File: config.mk
export PLATFORM = sky130hd
export DESIGN_NAME = pulse_handshake_tx
export DESIGN_NICKNAME = d
export VERILOG_FILES = /design/src/rtl/pulse_handshake_tx.sv
export SDC_FILE = /design/constraint.sdc
export NUM_CORES = 1
export LEC_CHECK = 0
export ABC_AREA = 0
export CAP_MARGIN = 0
export CORE_ASPECT_RATIO = 0.7
export CORE_MARGIN = 5
export CORE_UTILIZATION = 48
export DETAILED_ROUTE_END_ITERATION = 7
export GPL_TIMING_DRIVEN = 1
export PLACE_DENSITY = 0.8
export SYNTH_ARGS = -nofsm -noshare
export SYNTH_HDL_FRONTEND = slang
export SYNTH_SLANG_ARGS = --single-unit
File: constraint.sdc
create_clock -name clk_a -period 1.76 [get_ports clk_a]
set_input_delay 0.176 -clock clk_a [delete_from_list [all_inputs] [get_ports clk_a]]
set_output_delay 0.176 -clock clk_a [all_outputs]
set_load 0.01 [all_outputs]
File: src/rtl/pulse_handshake_tx.sv
// Source side of a four-phase req/ack pulse transfer. Each single-cycle event
// on pulse_in becomes one full req/ack round trip to a far clock domain. A
// one-deep pending buffer absorbs an event that arrives mid-handshake; further
// events are discarded and counted. A phase timer aborts a stalled handshake
// and raises a sticky error.
//
// Handshake contract: req rises to announce an event and stays high until the
// synchronized ack is seen high; req then falls and the block waits for the
// synchronized ack to fall, which completes the transfer (done pulses once).
module pulse_handshake_tx #(
  parameter int SYNC_STAGES = 2,
  parameter int DROP_W      = 8,
  parameter int TIMEOUT     = 1023
) (
  input  logic              clk_a,
  input  logic              rst_n,
  input  logic              pulse_in,
  input  logic              ack_async,
  input  logic              err_clr,
  output logic              req,
  output logic              busy,
  output logic              done,
  output logic              drop,
  output logic [DROP_W-1:0] drop_cnt,
  output logic              err,
  output logic [1:0]        state_dbg
);

  // A one-flop synchronizer is never acceptable, so clamp the depth at two.
  localparam int SS    = (SYNC_STAGES < 2) ? 2 : SYNC_STAGES;
  localparam int TW    = (TIMEOUT < 2) ? 1 : $clog2(TIMEOUT + 1);
  localparam int TLAST = (TIMEOUT > 0) ? TIMEOUT - 1 : 0;
  localparam logic [TW-1:0] TMAX = TW'(TLAST);

  typedef enum logic [1:0] {
    IDLE    = 2'd0,
    REQ_HI  = 2'd1,
    WAIT_LO = 2'd2
  } state_t;

  state_t          state, state_nx;
  logic [SS-1:0]   ack_sync;
  logic            ack_s;
  logic            pending, pend_nx;
  logic [TW-1:0]   timer;
  logic            tmo;
  logic            absorb;
  logic            done_nx, drop_nx, err_set;

  // Bring the far-domain ack level into clk_a; only the last stage is used.
  always_ff @(posedge clk_a or negedge rst_n) begin
    if (!rst_n) ack_sync <= '0;
    else        ack_sync <= {ack_sync[SS-2:0], ack_async};
  end

  assign ack_s = ack_sync[SS-1];

  // The timer holds the number of cycles already spent in the current phase.
  assign tmo = (TIMEOUT != 0) && (state != IDLE) && (timer == TMAX);

  // Next state, pending buffer and one-cycle event decisions.
  always_comb begin
    state_nx = state;
    pend_nx  = pending;
    done_nx  = 1'b0;
    drop_nx  = 1'b0;
    err_set  = 1'b0;
    absorb   = 1'b1;
    case (state)
      IDLE: begin
        // Launch only when the far side has released ack; otherwise the
        // event waits in the pending slot.
        if ((pending || pulse_in) && !ack_s) begin
          state_nx = REQ_HI;
          pend_nx  = pending & pulse_in;
          absorb   = 1'b0;
        end
      end
      REQ_HI: begin
        if (ack_s) begin
          state_nx = WAIT_LO;
        end else if (tmo) begin
          state_nx = IDLE;
          err_set  = 1'b1;
          absorb   = 1'b0;
        end
      end
      WAIT_LO: begin
        if (!ack_s) begin
          // Completion: the pending event (or a fresh one) starts the next
          // round trip immediately; a fresh event alongside a pending one
          // takes the freed slot.
          done_nx = 1'b1;
          absorb  = 1'b0;
          if (pending || pulse_in) begin
            state_nx = REQ_HI;
            pend_nx  = pending & pulse_in;
          end else begin
            state_nx = IDLE;
          end
        end else if (tmo) begin
          state_nx = IDLE;
          err_set  = 1'b1;
          absorb   = 1'b0;
        end
      end
      default: begin
        state_nx = IDLE;
        pend_nx  = 1'b0;
        absorb   = 1'b0;
      end
    endcase
    // An event that is not launched goes to the pending slot, or is
    // discarded when the slot is already occupied.
    if (absorb && pulse_in) begin
      if (pending) drop_nx = 1'b1;
      else         pend_nx = 1'b1;
    end
    // An aborted handshake also discards whatever was waiting.
    if (err_set) pend_nx = 1'b0;
  end

  // State, pending slot and registered outputs.
  always_ff @(posedge clk_a or negedge rst_n) begin
    if (!rst_n) begin
      state    <= IDLE;
      pending  <= 1'b0;
      req      <= 1'b0;
      done     <= 1'b0;
      drop     <= 1'b0;
      drop_cnt <= '0;
      err      <= 1'b0;
    end else begin
      state   <= state_nx;
      pending <= pend_nx;
      req     <= (state_nx == REQ_HI);
      done    <= done_nx;
      drop    <= drop_nx;
      if (drop_nx && (drop_cnt != {DROP_W{1'b1}})) drop_cnt <= drop_cnt + 1'b1;
      // A timeout wins over a clear arriving in the same cycle.
      err     <= err_set | (err & ~err_clr);
    end
  end

  // Phase timer restarts on every state change and idles at zero.
  always_ff @(posedge clk_a or negedge rst_n) begin
    if (!rst_n)                                    timer <= '0;
    else if ((state_nx != state) || (state_nx == IDLE)) timer <= '0;
    else                                           timer <= timer + 1'b1;
  end

  assign busy      = (state != IDLE);
  assign state_dbg = state;

endmodule

### After elaboration in Yosys (flattened, before gate mapping)

Cells that the tools add are included.

| storage, ports and cells | value |
|---|---|
| flip-flop bits (word level) | 27 |
| latch bits | 0 |
| bits in writable memories | 0 |
| memory bits (read-only) | 0 |
| output and inout bits | 15 |
| memories | 0 |

| operators by class | value |
|---|---|
| $add $sub $neg | 2 |
| multipliers | 0 |
| div/mod/pow operators | 0 |
| $lt $le $gt $ge | 0 |
| eq/ne operators | 6 |
| shift-type cells | 0 |
| multiplexer cells | 27 |
| bitwise operators | 4 |
| reductions and logical operators | 10 |

Operators with widths:

| cell | number |
|---|---|
| two-way mux 1 bit | 18 |
| adder 10 x 1 -> 10 bit, second input constant | 1 |
| == test 10 bit, second input constant | 1 |
| two-way mux 10 bit | 1 |
| adder 8 x 1 -> 8 bit, second input constant | 1 |
| two-way mux 2 bit | 4 |
| inequality test 8 bit, second input constant | 1 |
| case mux 1 bit (3 select lines) | 2 |
| case mux 2 bit (3 select lines) | 1 |
| == test 2 x 1 -> 1 bit, second input constant | 2 |
| logical AND 1 bit | 4 |
| zero test 2 bit | 2 |
| AND 1 bit | 2 |
| == test 2 bit, second input constant | 1 |
| logical OR 1 bit | 2 |
| inequality test 2 bit | 1 |
| case mux 1 bit (2 select lines) | 1 |
| nonzero test 2 bit | 1 |
| zero test 1 bit | 1 |
| inverter 1 bit | 1 |
| OR 1 bit | 1 |

### Depth between registers and ports, before layout

| logic depth | value |
|---|---|
| depth in word-level cells | 8 |
| gate-level depth with buffers | 7 |
| mapped depth without buffers | 7 |

### Least setup slack after synthesis

No wires, ideal clock.

| timing path | value |
|---|---|
| path type | flip-flop to flip-flop |
| from | register state[0] (netlist: state_dbg[0]) |
| to | register timer[1] |
| arrival | 1,899 ps |
| data required time | 1,631 ps |
| path slack | -269 ps |
| stages on the path, launching flop included | 7 |
| path buffers | 0 |
| clock period less this slack | 2,029 ps |
| path through | dfrtp_1 > inv_1 > ha_1 > nand4b_2 > o31ai_1 > a41oi_2 > nor3b_2 |

| on the way | value |
|---|---|
| word-level cells in the longest chain between the ends | 8 |

Ends and longest elaborated chain:

| what | RTL line | text |
|---|---|---|
| from (decl) | 41 | `state_t state, state_nx;` |
| from (signal assigned) | 134 | `state <= state_nx;` |
| nonzero test 2 bit | 59 | `assign tmo = (TIMEOUT != 0) && (state != IDLE) && (timer == TMAX);` |
| logical AND 1 bit | 59 |  |
| two-way mux 2 bit | 82, 101 |  |
| two-way mux 2 bit, on equally long branches | 89, 80 |  |
| case mux 2 bit (3 select lines) | 69 | `case (state)` |
| inequality test 2 bit or zero test 2 bit (tied branches) | 148 | `else if ((state_nx != state) \|\| (state_nx == IDLE)) timer <= '0;` |
| logical OR 1 bit * | 148 |  |
| two-way mux 10 bit * | 148 |  |
| to (signal assigned) | 149 | `else timer <= timer + 1'b1;` |
| to (decl) | 45 | `logic [TW-1:0] timer;` |

Every way passes the cells marked *; elsewhere a longest branch is shown, timed or not.
A chain may end at the register's enable or synchronous reset.

### Worst setup path after layout

| timing path | value |
|---|---|
| from | register state[0] (netlist: state_dbg[0]) |
| to | register pending |

| on the way | value |
|---|---|
| word-level cells in the longest chain between the ends | 8 |

Ends and longest elaborated chain:

| what | RTL line | text |
|---|---|---|
| nonzero test 2 bit | 59 |  |
| logical AND 1 bit | 59 |  |
| two-way mux 1 bit | 82, 101 |  |
| two-way mux 1 bit, on equally long branches | 89, 80 |  |
| case mux 1 bit (3 select lines) | 69 |  |
| logical AND 1 bit | 115 | `if (absorb && pulse_in) begin` |
| two-way mux 1 bit | 115 |  |
| two-way mux 1 bit * | 120 | `if (err_set) pend_nx = 1'b0;` |
| named net pend_nx | 44 | `logic pending, pend_nx;` |
| to (signal assigned) | 135 | `pending <= pend_nx;` |
| to (decl) | 44 |  |

The timed path passes the listed nets; every way through them passes the cells marked *.

==> flow_metrics.py <==
metrics = {
    "logic_synthesis": {
        "synthTopCellsByArea": "dfrtp_1 47%, ha_1 6.0%, nand2_1 4.9%",
        "syn_area_per_cell_um2": 10.7,
        "synth_edf_count": 0,
        "async_flop_share": 1.00,
        "yosysMostFrequentCell": "dfrtp_1",
        "synth_top_area_cell": "dfrtp_1",
        "synth_flop_cell": "dfrtp_1",
        "syn-num-nets": 148,
        "synth_top_area_share": 0.465,
        "ys.warnings.count": 0,
        "yosysSeqAreaShare": 0.465,
        "syn-cell-area_mm2": 0.00145,
        "netlist_top_cells_count": "27 x dfrtp_1, 19 x nand2_1, 17 x nor2_1",
        "ys_ff_latch": 27,
        "ys_types": 37,
        "synthCells": 136,
    },
    "global_routing": {
        "grt_pass1_vias": 1257,
        "antenna_found_initial": 0,
        "overflow": 0,
        "grtUsageTotal": 0.190,
        "grt_max_degree": 28,
        "grt_first_pass_wirelength_um": 6110,
    },
    "routing": {
        "first_iter_violations": 107,
        "drt_pass1_iterations": 4,
        "wl_um": 3620,
        "routedWlPerCell_um": 16.6,
        "viasPerCell": 5.49,
        "vias": 1197,
        "drc_errors": 0,
        "drtAntennaViolNets": 0,
    },
    "sta": {
        "slew_violations": 0,
        "finalClockSkew_ns": 0.00761,
        "fmax_mhz": 532,
        "fin_crit_ns": 1.88,
        "worst_pin_slew_ns": 0.387,
        "rsz0062_at_grt": "true",
        "fin_crit_sh": 1.07,
        "worst_slew_margin_rel": 0.742,
        "setup_violations": 16,
        "hold_viol": 0,
        "finalSetupTns_ns": -1.35,
        "setup_slack_ns": -0.120,
    },
    "placement": {
        "dpl_cell_area_mm2": 0.00186,
        "portBuffers": 19,
        "dpl.cell_count": 208,
        "dp_hpwl_um": 2440,
        "dpl_worst_slack_ns": -0.189,
        "gp_congestion": 0.957,
    },
    "cts": {
        "cts_inserted_buffers": 3,
        "cts-root-buf": "clkbuf_8",
        "htreeDepth": 1,
        "hold_buffers": 0,
        "clk_path_buf_depth": 2,
        "clk_pin_slew_ns": 0.10,
        "cts_sinks": 27,
        "cts_tree": "built",
        "worstSkewPairLatency_ns": 0.28,
    },
    "worst_setup_path": {
        "timing.rr.start": "state_dbg[0]",
        "rr_worst_depth": 8,
        "rrSetupSlack_ns": -0.12,
        "cp-end-kind": "register",
        "crit_required_ns": 1.93,
        "critical_path_class": "register to register",
        "worstPathArrival_ns": 2.05,
        "slowest_stage": "dfrtp_2",
        "cp_cell_sequence": "buf_6 > inv_4 > ha_4 > nand4b_4 > o31ai_4 > a21oi_2 > and2_1 > o211a_1",
        "r2r-end": "pending",
        "worst-path-max-fanout": 4,
        "max_stage_delay_ns": 0.38,
        "start_kind": "register",
    },
    "finish": {
        "final_cells": 218,
        "area_growth_pct": 41.3,
        "fin_nets": 195,
        "multi_input_area_um2": 867,
        "seq_area_um2": 678,
        "antenna_cells": 0,
        "layout-drive-gt1-share": 0.313,
        "design_area_mm2": 0.00205,
        "fillerInstances": 192,
    },
    "floorplanning": {
        "initial_core_util": 0.511,
        "die_area_mm2": 0.00424,
        "ios": 20,
        "fp-row-count": 16,
        "die_h_um": 56.0,
        "die_w_um": 75.8,
        "core_mm2": 0.00284,
    },
    "pwr": {
        "power_w": 0.00308,
        "ir_drop_mv": 0.708,
        "p_leak_nw": 0.918,
        "p_per_area_mw_per_mm2": 1500,
    },
    "outcome": {
        "violations": "setup timing",
        "status": "complete, but fails checks",
    },
    "run": {
        "maxCapViolCount": 0,
    },
    "worst_hold_path": {
        "hp-class": "input pin to async pin",
    },
}
==> per-stage QoR <==
stage / utilization / hold slack [ns]
floorplan: - / -0.120
global placement: 0.653 / 0.334
detailed placement: 0.653 / 0.360
CTS: 0.721 / 0.264
global route: 0.722 / 0.285
finish: 0.722 / 0.251
==> cell usage in the layout, fill, tap and decap left out, types with 4 or more instances in the layout <==
master / synthesis / final
buf_4: 0 / 19
xnor2_1: 8 / 8
clkdlybuf4s50_1: 0 / 18
nand2_1: 19 / 19
nand4_1: 4 / 4
dfrtp_1: 27 / 25
nor2_1: 17 / 17
nand3_1: 6 / 6
xor2_1: 7 / 7
==> worst max path at each step <==
stage                     slack [ns]        to    startpoint
after floorplan                -0.02  timer[1]  state_dbg[0]
after global placement         -0.04  timer[1]      pulse_in
after detailed placement       -0.19  timer[0]      pulse_in
after CTS                      -0.09  timer[1]  state_dbg[0]
after global routing           -0.16  timer[3]  state_dbg[0]
final                          -0.12   pending  state_dbg[0]
==> flip-flops by register name, indices dropped and copies added (netlist names) <==
name and flops:
ack_sync 2, done 1, drop 1, drop_cnt 8, err 1, pending 1
req 1, state_dbg 2, timer 10
==> per-layer routing <==
metal	vias to the layer above	GRT usage	share of wire
met5	-	0	0
met2	46	0.299	0.49
li1	559	-	-
met4	0	0.0549	0.019
met3	11	0.0415	0.060
met1	581	0.258	0.43
==> what timing repair did <==
action                     4_1_cts  5_1_grt
resized for setup               20        2
setup buffers                    6        0
pin swaps                        6        1
setup endpoints to repair       18       21
==> critical path, delay by kind of cell (launching register included) <==
family | cells | cell delay (ns)
buffers and inverters | 2 | 0.15
adders and majority gates | 1 | 0.16
AOI/OAI and AO/OA | 3 | 0.66
DFF | 1 | 0.38
and+or+nand+nor | 2 | 0.42
==> cells by family after synthesis <==
logic type      Yosys count  share of synthesized area
mux                       2                     0.0181
compound gates           19                      0.139
simple gates             60                      0.212
buf+inv                   6                     0.0155
xor+xnor                 15                     0.0904
fa+ha+maj                 7                     0.0603
flops                    27                      0.465
==> report_power, final <==
| part | leakage [nW] | internal, W | switching (W) |
|---|---|---|---|
| combinational | 0.542 | 0.000965 | 0.000869 |
| sequential | 0.354 | 0.000751 | 0.000131 |
| clock | 0.0217 | 0.000161 | 0.000205 |
==> cell type report <==
cell class,instances,area share
Inverter,6,0.0122
Sequential cell,27,0.330
Clock buffer,3,0.0201
Tap cell,36,0.0220
Multi-Input combinational cell,103,0.423
Clock inverter,1,0.00366
Timing Repair Buffer,42,0.189
Power figures use the tool's default switching activity.
